==> src/rtl/spi_master_cfg_if.sv <==
// Host-side control and SPI pin bundle for spi_master_cfg.
// The master modport is the controller's view; slave is the environment's view.
interface spi_master_cfg_if #(
   parameter int DATA_W = 8,
   parameter int NUM_CS = 1,
   parameter int DIV_W  = 16
);
   localparam int CS_W = (NUM_CS > 1) ? $clog2(NUM_CS) : 1;

   logic              start;
   logic              cpol;
   logic              cpha;
   logic              lsb_first;
   logic [DIV_W-1:0]  clk_div;
   logic [CS_W-1:0]   cs_sel;
   logic [DATA_W-1:0] tx_data;
   logic [DATA_W-1:0] rx_data;
   logic              rx_valid;
   logic              busy;
   logic              sclk;
   logic              mosi;
   logic              miso;
   logic [NUM_CS-1:0] cs_n;

   modport master (
      input  start, cpol, cpha, lsb_first, clk_div, cs_sel, tx_data, miso,
      output rx_data, rx_valid, busy, sclk, mosi, cs_n
   );

   modport slave (
      output start, cpol, cpha, lsb_first, clk_div, cs_sel, tx_data, miso,
      input  rx_data, rx_valid, busy, sclk, mosi, cs_n
   );
endinterface

==> src/rtl/spi_master_cfg.sv <==
// Configurable SPI master: one full-duplex word per start, CPOL/CPHA modes,
// MSB/LSB order, runtime SCLK divider and one-hot-low chip selects.
module spi_master_cfg #(
   parameter int DATA_W = 8,
   parameter int NUM_CS = 1,
   parameter int DIV_W  = 16
) (
   input  logic clk,
   input  logic reset_n,
   spi_master_cfg_if.master bus
);
   localparam int CS_W = (NUM_CS > 1) ? $clog2(NUM_CS) : 1;
   localparam int EC_W = $clog2(2*DATA_W + 2);

   typedef enum logic [1:0] {IDLE, LEAD, SHIFT, TRAIL} state_e;

   state_e            state_q, state_d;
   logic [DIV_W-1:0]  div_q, div_d;
   logic [DIV_W-1:0]  cnt_q, cnt_d;
   logic [EC_W-1:0]   ecnt_q, ecnt_d;
   logic              cpol_q, cpol_d;
   logic              cpha_q, cpha_d;
   logic              lsb_q, lsb_d;
   logic [DATA_W-1:0] tx_q, tx_d;
   logic [DATA_W-1:0] rx_sh_q, rx_sh_d;
   logic [DATA_W-1:0] rx_data_q, rx_data_d;
   logic              rx_valid_q, rx_valid_d;
   logic              busy_q, busy_d;
   logic              sclk_q, sclk_d;
   logic              mosi_q, mosi_d;
   logic [NUM_CS-1:0] cs_n_q, cs_n_d;
   logic              tick, cs_ok, last_edge;

   // cnt never exceeds the latched divider, so an all-ones divider cannot wrap
   assign tick      = (cnt_q == div_q);
   assign cs_ok     = ({1'b0, bus.cs_sel} < (CS_W+1)'(NUM_CS));
   assign last_edge = (ecnt_q == EC_W'(2*DATA_W - 1));

   always_comb begin
      state_d    = state_q;
      div_d      = div_q;
      cnt_d      = cnt_q;
      ecnt_d     = ecnt_q;
      cpol_d     = cpol_q;
      cpha_d     = cpha_q;
      lsb_d      = lsb_q;
      tx_d       = tx_q;
      rx_sh_d    = rx_sh_q;
      rx_data_d  = rx_data_q;
      rx_valid_d = 1'b0;
      busy_d     = busy_q;
      sclk_d     = sclk_q;
      mosi_d     = mosi_q;
      cs_n_d     = cs_n_q;
      case (state_q)
         IDLE: begin
            if (bus.start && cs_ok) begin
               state_d = LEAD;
               div_d   = bus.clk_div;
               cnt_d   = '0;
               ecnt_d  = '0;
               cpol_d  = bus.cpol;
               cpha_d  = bus.cpha;
               lsb_d   = bus.lsb_first;
               rx_sh_d = '0;
               busy_d  = 1'b1;
               sclk_d  = bus.cpol;
               for (int i = 0; i < NUM_CS; i++) cs_n_d[i] = (CS_W'(i) != bus.cs_sel);
               // CPHA=0 must present the first bit before the first (sampling) edge
               if (!bus.cpha) begin
                  mosi_d = bus.lsb_first ? bus.tx_data[0] : bus.tx_data[DATA_W-1];
                  tx_d   = bus.lsb_first ? (bus.tx_data >> 1) : (bus.tx_data << 1);
               end else begin
                  tx_d   = bus.tx_data;
               end
            end
         end
         default: begin
            cnt_d = tick ? '0 : cnt_q + 1'b1;
            if (tick) begin
               ecnt_d = ecnt_q + 1'b1;
               if (state_q == TRAIL) begin
                  state_d    = IDLE;
                  busy_d     = 1'b0;
                  cs_n_d     = '1;
                  rx_data_d  = rx_sh_q;
                  rx_valid_d = 1'b1;
               end else begin
                  state_d = last_edge ? TRAIL : SHIFT;
                  sclk_d  = ~sclk_q;
                  // even ecnt is a leading edge; sample edge is leading for CPHA=0
                  if (ecnt_q[0] == cpha_q) begin
                     rx_sh_d = lsb_q ? {bus.miso, rx_sh_q[DATA_W-1:1]}
                                     : {rx_sh_q[DATA_W-2:0], bus.miso};
                  end else if (!last_edge) begin
                     mosi_d = lsb_q ? tx_q[0] : tx_q[DATA_W-1];
                     tx_d   = lsb_q ? (tx_q >> 1) : (tx_q << 1);
                  end
               end
            end
         end
      endcase
   end

   always_ff @(posedge clk or negedge reset_n) begin
      if (!reset_n) begin
         state_q    <= IDLE;
         div_q      <= '0;
         cnt_q      <= '0;
         ecnt_q     <= '0;
         cpol_q     <= 1'b0;
         cpha_q     <= 1'b0;
         lsb_q      <= 1'b0;
         tx_q       <= '0;
         rx_sh_q    <= '0;
         rx_data_q  <= '0;
         rx_valid_q <= 1'b0;
         busy_q     <= 1'b0;
         sclk_q     <= 1'b0;
         mosi_q     <= 1'b0;
         cs_n_q     <= '1;
      end else begin
         state_q    <= state_d;
         div_q      <= div_d;
         cnt_q      <= cnt_d;
         ecnt_q     <= ecnt_d;
         cpol_q     <= cpol_d;
         cpha_q     <= cpha_d;
         lsb_q      <= lsb_d;
         tx_q       <= tx_d;
         rx_sh_q    <= rx_sh_d;
         rx_data_q  <= rx_data_d;
         rx_valid_q <= rx_valid_d;
         busy_q     <= busy_d;
         sclk_q     <= sclk_d;
         mosi_q     <= mosi_d;
         cs_n_q     <= cs_n_d;
      end
   end

   assign bus.rx_data  = rx_data_q;
   assign bus.rx_valid = rx_valid_q;
   assign bus.busy     = busy_q;
   assign bus.sclk     = sclk_q;
   assign bus.mosi     = mosi_q;
   assign bus.cs_n     = cs_n_q;
endmodule
==> src/flat_wrapper.sv <==
// flat-port wrapper written by rule: the top's interface ports become plain ports
module spi_master_cfg_flat 
#(
   parameter int DATA_W = 8,
   parameter int NUM_CS = 1,
   parameter int DIV_W  = 16
)
  (clk, reset_n, bus_start, bus_cpol, bus_cpha, bus_lsb_first, bus_clk_div, bus_cs_sel, bus_tx_data, bus_miso, bus_rx_data, bus_rx_valid, bus_busy, bus_sclk, bus_mosi, bus_cs_n);
  spi_master_cfg_if #(.DATA_W(DATA_W), .NUM_CS(NUM_CS), .DIV_W(DIV_W)) bus_i ();
  input  logic clk;
  input  logic reset_n;
  input wire logic [$bits(bus_i.start)-1:0] bus_start;
  input wire logic [$bits(bus_i.cpol)-1:0] bus_cpol;
  input wire logic [$bits(bus_i.cpha)-1:0] bus_cpha;
  input wire logic [$bits(bus_i.lsb_first)-1:0] bus_lsb_first;
  input wire logic [$bits(bus_i.clk_div)-1:0] bus_clk_div;
  input wire logic [$bits(bus_i.cs_sel)-1:0] bus_cs_sel;
  input wire logic [$bits(bus_i.tx_data)-1:0] bus_tx_data;
  input wire logic [$bits(bus_i.miso)-1:0] bus_miso;
  output wire logic [$bits(bus_i.rx_data)-1:0] bus_rx_data;
  output wire logic [$bits(bus_i.rx_valid)-1:0] bus_rx_valid;
  output wire logic [$bits(bus_i.busy)-1:0] bus_busy;
  output wire logic [$bits(bus_i.sclk)-1:0] bus_sclk;
  output wire logic [$bits(bus_i.mosi)-1:0] bus_mosi;
  output wire logic [$bits(bus_i.cs_n)-1:0] bus_cs_n;
  assign bus_i.start = bus_start;
  assign bus_i.cpol = bus_cpol;
  assign bus_i.cpha = bus_cpha;
  assign bus_i.lsb_first = bus_lsb_first;
  assign bus_i.clk_div = bus_clk_div;
  assign bus_i.cs_sel = bus_cs_sel;
  assign bus_i.tx_data = bus_tx_data;
  assign bus_i.miso = bus_miso;
  assign bus_rx_data = bus_i.rx_data;
  assign bus_rx_valid = bus_i.rx_valid;
  assign bus_busy = bus_i.busy;
  assign bus_sclk = bus_i.sclk;
  assign bus_mosi = bus_i.mosi;
  assign bus_cs_n = bus_i.cs_n;
  spi_master_cfg #(.DATA_W(DATA_W), .NUM_CS(NUM_CS), .DIV_W(DIV_W)) u_core (.clk(clk), .reset_n(reset_n), .bus(bus_i));
endmodule
==> config.mk <==
export PLATFORM = sky130hd
export DESIGN_NAME = spi_master_cfg_flat
export DESIGN_NICKNAME = d
export VERILOG_FILES = /design/src/rtl/spi_master_cfg_if.sv /design/src/rtl/spi_master_cfg.sv /design/src/flat_wrapper.sv
export SDC_FILE = /design/constraint.sdc
export NUM_CORES = 1
export LEC_CHECK = 0
export CAP_MARGIN = 20
export CORE_MARGIN = 5
export CORE_UTILIZATION = 30
export CTS_CLUSTER_SIZE = 14
export DETAILED_ROUTE_END_ITERATION = 10
export GPL_TIMING_DRIVEN = 0
export PLACE_DENSITY = 0.52
export SLEW_MARGIN = 20
export SYNTH_ARGS = -nofsm -noshare
export SYNTH_HDL_FRONTEND = slang
export SYNTH_SLANG_ARGS = --single-unit
export TNS_END_PERCENT = 5
==> constraint.sdc <==
create_clock -name clk -period 2.39 [get_ports clk]
set_input_delay 0.478 -clock clk [delete_from_list [all_inputs] [get_ports clk]]
set_output_delay 0.478 -clock clk [all_outputs]
set_load 0.02 [all_outputs]
==> impl_results.md <==
- Maximum number of pins on one net before global-route repair: 39
- CORE AREA: approximately 13,000 µm²
- Avg WL per Cell: 15.76 µm
- Reg2reg start: u_core.ecnt_q[1]$_DFFE_PN0P_
- Final Hold Fails: 0
- Worst Path Required: 2.63 ns
- Element type at the critical path end: flop
- Routed vias: 3,059
- Sequential-to-total area share from yosys stat: 44.48%
- Net count after synthesis: 411
- Min-Delay Path Class: input port to asynchronous set/reset pin
- Initial Utilization: around 31%
- Sequential power share: 33.3%
- VDD IR max: 0.4747 mV
- Rel. slew slack: 50.64%
- First-pass DRT Iterations: 4
- First-pass GRT wire length: 16,010 µm
- Slew at the pin closest to its max-slew limit: 0.7404 ns
- Leak: 2.028 nW
- Netlist cell types: between 50 and 60
- # setup viols final: 0
- IO Pins: 45
- R2R Path End: u_core.bus.mosi$_DFFE_PN0P_
- Row Count: between 40 and 50
- DPL Wire Length: 6766 µm
- Psw: 2.211 mW
- Vias in the first global route: 3,083
- Period utilization: 94.59%
- Htree depth: 3
- Synthesis-stage register bit count: 70
- # diodes: 0
- Yosys top cell by area: dfrtp_1
- Total Wirelength: ~9600 µm
- CTS clock-pin slew for the worst setup and hold paths: approximately 0.060 ns
- Fillers: 1,257
- Post-placement cell count: 589
- Yosys warning total: 0
- Post-Syn Instances: 374
- DIE HEIGHT: 124.6 µm
- R2r setup slk: roughly 0.13 ns
- Vias/cell: 5.040
- Initial DRC Count: 116
- RSZ-0062 raised after global routing: true
- Outcome: completed
- Sw Ratio: 37.30%
- Pwr per Cell Area: 1202 nW/µm²
- Initial antenna violation count: 0
- Synth top area cells: dfrtp_1, mux2i_1, mux2_2
- Nets: 467
- Residual DRC count: 0
- Final Power: 5.928 mW
- CP max FO: 4
- Final cell count without fillers: 607
- I/O Buffers: 42
- Max-cap viol count: 0
- Area Overhead vs Synth: 25.11%
- Root Driver: clkbuf_16
- Number of synthesized flops with an enable pin: 0
- Worst Setup SP: u_core.ecnt_q[1]$_DFFE_PN0P_
- Main synth FF type: dfrtp_1
- Total CTS buffers: 9
- Syn_area_per_cell: about 11 µm²
- Die ar.: 15,530 µm²
- Netlist Area Pre-Place: between 3000 and 4000 µm²
- Fraction of power consumed by the clock network: between 20% and 30%
- Max clock buf depth: 2
- Final ANT Viol Nets: 0
- CP Capture Point: u_core.bus.mosi$_DFFE_PN0P_
- Die span in x: 124.6 µm
- Clk Latency, worst-skew pair: 0.33 ns
- All-Layer GR Usage: 12.59%
- CP Class: flop to flop
- GRT overflow: 0
- Crit path launch type: flop
- Cell Int Power: 3.717 mW
- F_max: about 440 MHz
- Gate power share: 43.2%
- Clk sinks: 70
- Hold slack: 0.08582 ns
- Fraction of layout cells with a size suffix above 1: between 10% and 20%
- Reg2reg path depth: 8
- Global placement routability congestion: 0.7903
- Yosys top cell area share: between 40% and 50%
- Crit path DAT: 2.50 ns
- Minimum clock period: ~2.3 ns
- CTS tree: done
- Setup Skew: between 0.007 and 0.008 ns
- Max-slew violation count: 0
- Async SR Flop Fraction: 100.0%
[power groups by stage]
stage                     sequential (mW)  clock, mW  combinational (mW)
after floorplan                      2.00          0                1.79
after global placement               1.98          0                2.51
after detailed placement             1.99          0                2.56
after CTS                            1.98       1.43                2.57
after global routing                 2.04       1.47                2.85
final                                1.98       1.39                2.56
[layer usage]
layer  vias up  GRT usage, %  part of all wire, %
li1       1488             -                    -
met1      1504         18.40                   52
met2        56         18.10                   43
met3        11         2.916                  3.7
met4         0         4.449                  1.6
met5         -             0                    0
[kinds of logic after synthesis]
| kind of cell | count (synthesis) | share of synthesized area [%] |
|---|---|---|
| buffers and inverters | 33 | 3.333 |
| adders and majority gates | 5 | 1.587 |
| AOI/OAI and AO/OA | 74 | 13.72 |
| DFF | 70 | 44.48 |
| and+or+nand+nor | 96 | 12.70 |
| muxes | 63 | 16.86 |
| xor gates and xnor gates | 33 | 7.333 |
[Yosys cell counts (2+ instances only)]
master,number
buf_1,2
a22o_1,16
nor2b_1,9
inv_1,9
xor2_1,5
clkbuf_1,18
nand2_1,26
a31oi_1,2
dfrtp_1,69
o21ai_0,14
nor3_1,11
buf_2,3
o22a_1,2
a21oi_1,6
nand2b_1,4
or2_2,2
nand3_1,8
and3_1,4
mux2_2,27
nor4_1,7
xnor2_1,28
a211oi_1,4
mux2i_1,36
nand4_1,7
a22oi_1,14
nor2_1,12
ha_1,5
[cell type report]
class / count / area (µm²) / area share, %
timing repair buffer: 45 / 452.9 / 9.185
tap: 172 / 215.2 / 4.364
sequential: 70 / 1753 / 35.55
clock inverter: 3 / 42.54 / 0.8627
inverter: 9 / 33.78 / 0.6851
buffer: 24 / 98.84 / 2.005
multi-input combinational: 271 / 2064 / 41.87
clock buffer: 13 / 270.3 / 5.481
[worst max-delay path, cell delays in order (launching register included)]
cell and delay [ns]:
dfrtp_1 0.40, ha_1 0.21, and3_1 0.20, ha_1 0.20
or3_1 0.36, o32a_1 0.19, a2111oi_0 0.37, a211oi_1 0.11
o211ai_1 0.12
[cells in the final DEF (no fill, tap or decap), types with 3 or more instances in the layout]
master and instances:
nand2b_1 4, nand3_1 8, mux2_2 27, nand2_1 26
clkbuf_16 9, nor4_1 7, nor2b_1 9, inv_1 9
nand4_1 7, ha_1 5, clkbuf_1 17, a22oi_1 14
buf_2 3, a211oi_1 4, o21ai_0 14, a22o_1 16
clkbuf_8 3, and3_1 4, xnor2_1 28, clkdlybuf4s50_1 41
buf_1 3, nor3_1 11, xor2_1 4, dfrtp_1 69
nor2_1 12, buf_4 4, a21oi_1 6, mux2i_1 36
[stage by stage]
| stage | util (%) | worst slack, ns | area, µm² | TNS [ns] |
|---|---|---|---|---|
| finish | 38.60 | 0.1294 | 4931 | 0 |
| detailed placement | 35.97 | -0.1064 | 4594 | -2.274 |
| global placement | 35.83 | -1.691 | 4577 | -119.50 |
| global route | 38.60 | -0.01820 | 4931 | -0.01820 |
| floorplan | - | 0.3289 | 3941 | 0 |
| CTS | 38.42 | 0.007337 | 4907 | 0 |
[worst min-delay path by stage]
stage,cells after the start,start,endpoint
2_1_floorplan,0,reset_n,u_core.bus.busy$_DFFE_PN0P_
3_3_place_gp,2,u_core.bus.cs_n$_DFFE_PN1P_,u_core.bus.cs_n$_DFFE_PN1P_
3_5_place_dp,1,reset_n,u_core.bus.rx_data[4]$_DFFE_PN0P_
4_1_cts,1,reset_n,u_core.bus.rx_data[4]$_DFFE_PN0P_
5_1_grt,1,reset_n,u_core.bus.rx_data[5]$_DFFE_PN0P_
6_report,1,reset_n,u_core.bus.rx_data[5]$_DFFE_PN0P_
[sequential cells by signal, summed over array words and instances (netlist names)]
name / flops
u_core.rx_sh_q: 8
u_core.cpha_q: 1
u_core.bus.cs_n: 1
u_core.tx_q: 8
u_core.bus.busy: 1
u_core.lsb_q: 1
u_core.bus.sclk: 1
u_core.bus.rx_data: 8
u_core.cnt_q: 16
u_core.bus.rx_valid: 1
u_core.div_q: 16
u_core.state_q: 2
u_core.ecnt_q: 5
u_core.bus.mosi: 1
[timing repair]
action	in CTS	in global routing
endpoints found under the setup margin	10	47
pin swaps	1	1
buffers inserted	0	2
resized for setup	0	4
hold buffers	0	0
(Power assumes the default switching activity.)
